**src/rtl/ctrl_pkg.sv**
```systemverilog
// rtl/ctrl_pkg.sv - shared encodings for the multicycle ARM controller
package ctrl_pkg;

  typedef enum logic [3:0] {
    S_FETCH    = 4'd0,
    S_DECODE   = 4'd1,
    S_MEMADR   = 4'd2,
    S_MEMREAD  = 4'd3,
    S_MEMWB    = 4'd4,
    S_MEMWRITE = 4'd5,
    S_EXECUTER = 4'd6,
    S_EXECUTEI = 4'd7,
    S_ALUWB    = 4'd8,
    S_BRANCH   = 4'd9
  } state_t;

  localparam logic [1:0] ALU_ADD = 2'b00;
  localparam logic [1:0] ALU_SUB = 2'b01;
  localparam logic [1:0] ALU_AND = 2'b10;
  localparam logic [1:0] ALU_ORR = 2'b11;

  localparam logic [1:0] SRCB_RD2  = 2'b00;
  localparam logic [1:0] SRCB_IMM  = 2'b01;
  localparam logic [1:0] SRCB_FOUR = 2'b10;

  localparam logic [1:0] RES_ALUOUT    = 2'b00;
  localparam logic [1:0] RES_DATA      = 2'b01;
  localparam logic [1:0] RES_ALURESULT = 2'b10;

  localparam logic [3:0] CMD_ADD = 4'b0100;
  localparam logic [3:0] CMD_SUB = 4'b0010;
  localparam logic [3:0] CMD_AND = 4'b0000;
  localparam logic [3:0] CMD_ORR = 4'b1100;

  localparam logic [3:0] COND_EQ = 4'b0000;
  localparam logic [3:0] COND_NE = 4'b0001;
  localparam logic [3:0] COND_CS = 4'b0010;
  localparam logic [3:0] COND_CC = 4'b0011;
  localparam logic [3:0] COND_MI = 4'b0100;
  localparam logic [3:0] COND_PL = 4'b0101;
  localparam logic [3:0] COND_VS = 4'b0110;
  localparam logic [3:0] COND_VC = 4'b0111;
  localparam logic [3:0] COND_HI = 4'b1000;
  localparam logic [3:0] COND_LS = 4'b1001;
  localparam logic [3:0] COND_GE = 4'b1010;
  localparam logic [3:0] COND_LT = 4'b1011;
  localparam logic [3:0] COND_GT = 4'b1100;
  localparam logic [3:0] COND_LE = 4'b1101;
  localparam logic [3:0] COND_AL = 4'b1110;

endpackage

```
**src/rtl/cond_unit.sv**
```systemverilog
// rtl/cond_unit.sv - stored NZCV flags, condition check and latched CondExR
module cond_unit
  import ctrl_pkg::*;
(
  input  logic       clk,
  input  logic       Reset,
  input  logic [3:0] cond,
  input  logic [3:0] alu_flags,
  input  logic       cond_load,
  input  logic       nz_we,
  input  logic       cv_we,
  output logic       cond_ex
);

  logic [3:0] flags_q, flags_d;
  logic       cond_ex_q, cond_ex_d;
  logic       cond_met;
  logic       n, z, c, v;

  assign {n, z, c, v} = flags_q;

  always_comb begin
    cond_met = 1'b0;
    case (cond)
      COND_EQ: cond_met = z;
      COND_NE: cond_met = !z;
      COND_CS: cond_met = c;
      COND_CC: cond_met = !c;
      COND_MI: cond_met = n;
      COND_PL: cond_met = !n;
      COND_VS: cond_met = v;
      COND_VC: cond_met = !v;
      COND_HI: cond_met = c & !z;
      COND_LS: cond_met = !c | z;
      COND_GE: cond_met = (n == v);
      COND_LT: cond_met = (n != v);
      COND_GT: cond_met = !z & (n == v);
      COND_LE: cond_met = z | (n != v);
      COND_AL: cond_met = 1'b1;
      default: cond_met = 1'b0;
    endcase
  end

  // CondExR only reloads in DECODE, so a flag write never disturbs the current instruction
  always_comb begin
    flags_d = flags_q;
    if (nz_we) flags_d[3:2] = alu_flags[3:2];
    if (cv_we) flags_d[1:0] = alu_flags[1:0];
    cond_ex_d = cond_load ? cond_met : cond_ex_q;
  end

  always_ff @(posedge clk or negedge Reset) begin
    if (!Reset) begin
      flags_q   <= 4'b0000;
      cond_ex_q <= 1'b0;
    end else begin
      flags_q   <= flags_d;
      cond_ex_q <= cond_ex_d;
    end
  end

  assign cond_ex = cond_ex_q;

endmodule

```
**src/rtl/arm_multicycle_controller.sv**
```systemverilog
// rtl/arm_multicycle_controller.sv - multicycle ARM control FSM and decoders
module arm_multicycle_controller
  import ctrl_pkg::*;
(
  input  logic       clk,
  input  logic       Reset,
  input  logic [3:0] Cond,
  input  logic [1:0] Op,
  input  logic [5:0] Funct,
  input  logic [3:0] Rd,
  input  logic [3:0] ALUFlags,
  output logic       PCWrite,
  output logic       IRWrite,
  output logic       RegWrite,
  output logic       MemWrite,
  output logic       AdrSrc,
  output logic       ALUSrcA,
  output logic [1:0] ALUSrcB,
  output logic [1:0] ResultSrc,
  output logic [1:0] ImmSrc,
  output logic [1:0] RegSrc,
  output logic [1:0] ALUCtrl,
  output logic [3:0] State
);

  state_t     state_q, state_d;
  logic       cond_ex;
  logic       cmd_valid, cmd_arith;
  logic [1:0] alu_dp;
  logic       in_exec, nz_we, cv_we;
  logic       pc_w, ir_w, reg_w, mem_w;

  always_comb begin
    cmd_valid = 1'b1;
    cmd_arith = 1'b0;
    alu_dp    = ALU_ADD;
    case (Funct[4:1])
      CMD_ADD: begin alu_dp = ALU_ADD; cmd_arith = 1'b1; end
      CMD_SUB: begin alu_dp = ALU_SUB; cmd_arith = 1'b1; end
      CMD_AND: alu_dp = ALU_AND;
      CMD_ORR: alu_dp = ALU_ORR;
      default: cmd_valid = 1'b0;
    endcase
  end

  assign in_exec = (state_q == S_EXECUTER) || (state_q == S_EXECUTEI);
  assign nz_we   = in_exec & cond_ex & Funct[0] & cmd_valid;
  assign cv_we   = nz_we & cmd_arith;

  cond_unit u_cond (
    .clk       (clk),
    .Reset     (Reset),
    .cond      (Cond),
    .alu_flags (ALUFlags),
    .cond_load (state_q == S_DECODE),
    .nz_we     (nz_we),
    .cv_we     (cv_we),
    .cond_ex   (cond_ex)
  );

  always_comb begin
    state_d = S_FETCH;
    case (state_q)
      S_FETCH:  state_d = S_DECODE;
      S_DECODE: begin
        case (Op)
          2'b01:   state_d = S_MEMADR;
          2'b00:   state_d = Funct[5] ? S_EXECUTEI : S_EXECUTER;
          2'b10:   state_d = S_BRANCH;
          default: state_d = S_FETCH;
        endcase
      end
      S_MEMADR:   state_d = Funct[0] ? S_MEMREAD : S_MEMWRITE;
      S_MEMREAD:  state_d = S_MEMWB;
      S_EXECUTER: state_d = S_ALUWB;
      S_EXECUTEI: state_d = S_ALUWB;
      default:    state_d = S_FETCH;
    endcase
  end

  always_ff @(posedge clk or negedge Reset) begin
    if (!Reset) state_q <= S_FETCH;
    else        state_q <= state_d;
  end

  always_comb begin
    pc_w      = 1'b0;
    ir_w      = 1'b0;
    reg_w     = 1'b0;
    mem_w     = 1'b0;
    AdrSrc    = 1'b0;
    ALUSrcA   = 1'b0;
    ALUSrcB   = SRCB_RD2;
    ResultSrc = RES_ALUOUT;
    ALUCtrl   = ALU_ADD;
    case (state_q)
      S_FETCH: begin
        ALUSrcA   = 1'b1;
        ALUSrcB   = SRCB_FOUR;
        ResultSrc = RES_ALURESULT;
        ir_w      = 1'b1;
        pc_w      = 1'b1;
      end
      S_DECODE: begin
        ALUSrcA   = 1'b1;
        ALUSrcB   = SRCB_FOUR;
        ResultSrc = RES_ALURESULT;
      end
      S_MEMADR: ALUSrcB = SRCB_IMM;
      S_MEMREAD: AdrSrc = 1'b1;
      S_MEMWB: begin
        ResultSrc = RES_DATA;
        pc_w      = cond_ex & (Rd == 4'hF);
        reg_w     = cond_ex & (Rd != 4'hF);
      end
      S_MEMWRITE: begin
        AdrSrc = 1'b1;
        mem_w  = cond_ex;
      end
      S_EXECUTER: ALUCtrl = alu_dp;
      S_EXECUTEI: begin
        ALUSrcB = SRCB_IMM;
        ALUCtrl = alu_dp;
      end
      // Unrecognised commands complete the cycle count but write nothing
      S_ALUWB: begin
        pc_w  = cond_ex & cmd_valid & (Rd == 4'hF);
        reg_w = cond_ex & cmd_valid & (Rd != 4'hF);
      end
      S_BRANCH: begin
        ALUSrcB   = SRCB_IMM;
        ResultSrc = RES_ALURESULT;
        pc_w      = cond_ex;
      end
      default: ;
    endcase
  end

  // Reset is asynchronous, so write enables are masked combinationally while it is low
  assign PCWrite  = pc_w & Reset;
  assign IRWrite  = ir_w & Reset;
  assign RegWrite = reg_w & Reset;
  assign MemWrite = mem_w & Reset;

  assign ImmSrc = Op;
  assign RegSrc = {(Op == 2'b01) & ~Funct[0], (Op == 2'b10)};
  assign State  = state_q;

endmodule
```
**config.mk**
```make
export PLATFORM = sky130hd
export DESIGN_NAME = arm_multicycle_controller
export DESIGN_NICKNAME = d
export VERILOG_FILES = /design/src/rtl/ctrl_pkg.sv /design/src/rtl/cond_unit.sv /design/src/rtl/arm_multicycle_controller.sv
export SDC_FILE = /design/constraint.sdc
export NUM_CORES = 1
export LEC_CHECK = 0
export ABC_CLOCK_PERIOD_IN_PS = 2170
export BUFFER_PORTS_ARGS = -buffer_cell sky130_fd_sc_hd__buf_2
export CAP_MARGIN = 40
export CORE_ASPECT_RATIO = 0.5
export CORE_UTILIZATION = 27
export CTS_BUF_LIST = sky130_fd_sc_hd__clkbuf_16
export DETAILED_ROUTE_END_ITERATION = 8
export MAX_ROUTING_LAYER = met4
export PLACE_DENSITY = 0.51
export SYNTH_ARGS = -nofsm -noshare
export SYNTH_HDL_FRONTEND = slang
export SYNTH_SLANG_ARGS = --single-unit
```
**constraint.sdc**
```tcl
create_clock -name clk -period 2.17 [get_ports clk]
set_input_delay 0.434 -clock clk [delete_from_list [all_inputs] [get_ports clk]]
set_output_delay 0.434 -clock clk [all_outputs]
set_load 0.05 [all_outputs]
```
# [After elaboration in Yosys (flattened, before gate mapping)]
# Cells that the tools add are included.
[classes] n_eq_ne=32 muxes=17 bitwise_logic=19 n_reduce_logical=16
[ops] op="4-bit equality test (second input constant)" count=11
[ops] op="4-bit by 3-bit equality test with 1-bit output (second input constant)" count=9
[ops] op="4-bit by 2-bit equality test with 1-bit output (second input constant)" count=5
[ops] op="4-bit one-hot mux with 5 select lines" count=1
[ops] op="1-bit AND" count=16
[ops] op="1-bit one-hot mux with 15 select lines" count=1
[ops] op="4-bit logical NOT" count=3
[ops] op="4-bit one-hot mux with 3 select lines" count=1
[ops] op="4-bit by 1-bit equality test with 1-bit output (second input constant)" count=2
[ops] op="2-bit one-hot mux with 2 select lines" count=2
[ops] op="2-bit OR reduction" count=4
[ops] op="1-bit two-way mux" count=7
[ops] op="2-bit one-hot mux with 3 select lines" count=1
[ops] op="3-bit OR reduction" count=2
[ops] op="1-bit logical NOT" count=4
[ops] op="4-bit != test (second input constant)" count=1
[ops] op="1-bit one-hot mux with 4 select lines" count=1
[ops] op="4-bit OR reduction" count=1
[ops] op="3-bit two-way mux" count=1
[ops] op="2-bit by 1-bit equality test with 1-bit output (second input constant)" count=1
[ops] op="2-bit equality test (second input constant)" count=1
[ops] op="2-bit logical NOT" count=1
[ops] op="2-bit two-way mux" count=1
[ops] op="1-bit bitwise OR" count=2
[ops] op="other kinds (5)" count=5
[word_totals] reg_bits=9 in_bits=22 output_inout_bits=20 word_cells=88

# [Logic depth before layout (Yosys ltp)]
[depth] depth_word=7 mapped_depth=5 mapped_depth_nobuf=4

# [Modules after synthesis]
# From an unflattened synthesis, not the netlist that was laid out.
[hier_totals] cells_unflattened=102 hier_area_um2=850.8
[by_module_without_submodules] mod="arm_multicycle_controller" instances=1 cells_per_inst=70 area_per_inst_um2=504.2 seq_area_each_um2=100.1
[by_module_without_submodules] mod="cond_unit" instances=1 cells_per_inst=32 area_per_inst_um2=346.6 seq_area_each_um2=125.1

# [Worst setup path after synthesis]
# OpenSTA, ideal clock, no wires.
[synth_timing] path_type="register -> output" start="reg state_q[2] (netlist: State[2])" end="out ALUCtrl[1]" t_arrival_ns=2.621 required_time_ns=1.736 path_slack_ns=-0.885 path_stages_with_launch=5 path_buffers=1 cell_sequence="dfrtp_1 -> buf_6 -> and2b_4 -> nand2_1 -> nor4_1"
[synth_via] elab_chain_len=3 word_cells_on_any_way=4 classes_between="2 x eq/ne; 1 x mux; 1 x reduce/logical"
[synth_lines] element="start: declaration" line_no="arm_multicycle_controller.sv:26" text="state_t state_q, state_d;"
[synth_lines] element="start signal: assignment" line_no="arm_multicycle_controller.sv:83" text="else state_q <= state_d;"
[synth_lines] element="4-bit by 3-bit equality test with 1-bit output" line_no="arm_multicycle_controller.sv:96" text="case (state_q)"
[synth_lines] element="2-bit OR reduction (no source line) *"
[synth_lines] element="2-bit two-way mux *" line_no="arm_multicycle_controller.sv:96"
[synth_lines] element="end: declaration" line_no="arm_multicycle_controller.sv:22" text="output logic [1:0] ALUCtrl,"
# Every way passes the cells marked *; elsewhere a longest branch is shown, timed or not.

# [Worst setup path in the final report]
[layout_timing] start="reg state_q[2] (netlist: State[2])" end="out ALUSrcB[0]"
[layout_via] elab_chain_len=3 word_cells_on_any_way=8 classes_between="4 x eq/ne; 1 x mux; 3 x reduce/logical"
[layout_lines] element="4-bit by 3-bit equality test with 1-bit output, or another cell as far along" line_no="arm_multicycle_controller.sv:96"
[layout_lines] element="3-bit OR reduction (no source line) / 2-bit OR reduction (equally long branches)"
[layout_lines] element="2-bit one-hot mux with 2 select lines *" line_no="arm_multicycle_controller.sv:96"
[layout_lines] element="end: declaration" line_no="arm_multicycle_controller.sv:18" text="output logic [1:0] ALUSrcB,"
# Marks and branches as above.

==> flow_summary.ini <==
[final_layout]
final_common_cell = buf_2
utilization_pct = 42.49
area.sequential_um2 = 227.7
design_area_mm2 = 0.001287
fin_nets = 169
multi_input_area_um2 = 656.9
num_antenna_cells = 0
fillCellCount = 320
drive_gt1_share_pct = 50.68
layout_common_cells = buf_2 (39), nor2_1 (8), buf_4 (8)
syn2layout_area_growth_pct = 48.91

[logic_synthesis]
synth.distinct_cells = 46
ys_warn_count = 0
synth_top_cell_by_area = dfrtp_1
ys_ff_latch = 9
synth_area_per_cell_um2 = 8.560
synthFlopType = dfrtp_1
syn_nets = 123
netlist_area_um2 = 864.6
synth_edf_count = 0
yosysSeqAreaShare_pct = 26.05
synth-async-reset-ratio_pct = 100.0
synth_top_area_share_pct = 26.05
netlist_instances = 101
synth_area_leaders = dfrtp_1 (26%), nor2b_1 (5.1%), mux2i_1 (3.5%), nor3_1 (3.5%), mux2_4 (3.5%)

[critical_path]
critical_path_arrival_ns = 1.65
cp_num_buf_inv = 2
cp_slowest_cell = dfrtp_2
path_max_fanout = 9
cp-startpoint = State[2]$_DFF_PN0_
cpPeakStageDelay_ns = 0.38
timing.rr.start = State[3]$_DFF_PN0_
start_kind = flip-flop
path_cells = buf_4 > and2b_4 > nand2_2 > o21ai_0 > a22o_1 > buf_2
crit_path_end_kind = primary output
crit_family = flip-flops
criticalPathCategory = reg2out
worst_ep_required_time_ns = 1.74

[cts]
cts_sinks = 9
hold_buffers = 0
clk_path_buf_depth = 2
cts.clk_slew.worst_paths_ns = 0.04
post_cts_buffers = 0
clockRootBuffer = clkbuf_16
cts_buffers = 3
htree_levels = 1
cts_tree = built
clk_latency_ns = 0.24

[sta]
hold_viol_final = 0
period_share_pct = 96.03
drv_slew = 0
tightest_slew_ns = 0.4556
clock_skew_ns = 0.002077
max_freq_mhz = 479.9
fin_crit_ns = 2.084
finalSetupViolCount = 0
slew_headroom_pct = 69.57
rsz0062_at_grt = no

[worst_hold_path]
min_path_type = in2async

[power_and_ir_drop]
powerDensity_mw_per_mm2 = 1392
ir_drop_mv = 0.8018
leakage_nw = 0.5976
power_mw = 1.792

[route]
routed_wl_um = 2200
dr.pass1.iters = 4
drtIter0Drc = 49
num_vias = 904
ant_nets = 0
drcViolationCount = 0
via_per_inst = 4.860
wire_per_inst_um = 11.83

[grt]
antenna_found_initial = 0
grt_pass1_vias = 785
track_usage_pct = 14.45
grt_pass1_wl_um = 3643
overflow = 0
grt_max_degree = 10

[floorplan]
dieArea_mm2 = 0.003446
die_y_um = 42.02
ioPinCount = 42
dieWidth_um = 82.03
core.rowCount = 14
core_mm2 = 0.003030
start_util_pct = 28.53

[place]
port_buffers = 41
place.gp.congestion = 0.7409
place_area_mm2 = 0.001201
hpwl_um = 1804

[status]
status = complete, no violations

[job]
cap_viol_max_count = 0
## registers in the layout, indices dropped and copies added (netlist names)
signal and cells:
u_cond.cond_ex 1, u_cond.flags_q 4, State 4
## cell usage after synthesis, types with 2 or more instances
cell and n:
nor2_1 8, a21boi_0 3, clkbuf_1 4, nand2b_1 4
mux2_1 2, nor3_1 6, mux2_2 2, nor2b_1 7
nand4_1 2, nand3_1 3, o21ai_0 5, buf_4 2
inv_1 2, mux2i_1 3, dfrtp_1 9, nand2_1 7
mux2_4 2, xnor2_1 2
## stage by stage
| stage | worst slack (ns) | setup TNS [ns] | hold slack, ns | instances |
|---|---|---|---|---|
| 2_1_floorplan | -0.2961 | -0.7922 | 0.1384 | 101 |
| 3_3_place_gp | 0.05671 | 0 | 0.4456 | 182 |
| 3_5_place_dp | 0.02978 | 0 | 0.4418 | 182 |
| 4_1_cts | 0.01484 | 0 | 0.1910 | 186 |
| 5_1_grt | 0.005454 | 0 | 0.2039 | 186 |
| 6_report | 0.08625 | 0 | 0.1865 | 186 |
## worst paths after layout
kind,to,slack (ns),cells after the start
max,ALUSrcB[0],0.09,6
min,u_cond.flags_q[2]$_DFFE_PN0P_,0.19,2
max reg2reg,u_cond.flags_q[0]$_DFFE_PN0P_,0.40,4
min reg2reg,u_cond.flags_q[3]$_DFFE_PN0P_,0.56,1
max in group asynchronous,State[2]$_DFF_PN0_,1.84,2
min in group clk,u_cond.flags_q[3]$_DFFE_PN0P_,0.41,2
## area by class of cell
class	instances	area share (%)
Multi-Input combinational cell	82	51.02
Timing Repair Buffer	48	20.41
Sequential cell	9	17.69
Clock buffer	3	5.831
Tap cell	40	3.887
Inverter	3	0.8746
Clock inverter	1	0.2915
## layer usage
| layer | global-route usage (%) | wire length [µm] | vias to the layer above |
|---|---|---|---|
| met2 | 20.33 | 967 | 23 |
| met1 | 20.14 | 1106 | 414 |
| li1 | - | - | 465 |
| met3 | 3.913 | 110 | 2 |
| met4 | 4.211 | 16 | 0 |
| met5 | - | 0 | - |
## report_power, final
part	internal, mW	leakage, nW	switching (mW)
logic	0.379	0.441	0.768
registers	0.228	0.114	0.0964
clock network	0.241	0.0423	0.0797
total	0.848	0.598	0.944
## cells by family (layout without fill, tap and decap cells)
group                  after synthesis  count (layout)  synth area share [%]
XOR/XNOR                             3               3                 3.040
multiplexers                         9               9                 12.16
AO/OA/AOI/OAI                       21              21                 17.95
buffers and inverters               10              55                 6.077
AND/OR/NAND/NOR                     49              49                 34.73
flip-flops                           9               9                 26.05
## timing repair
| item | 4_1_cts | 5_1_grt |
|---|---|---|
| hold endpoints to repair | 0 | 0 |
| setup endpoints to repair | 1 | 3 |
| gates resized for setup | 1 | 2 |
No activity file was read; power rests on OpenSTA's default activity.
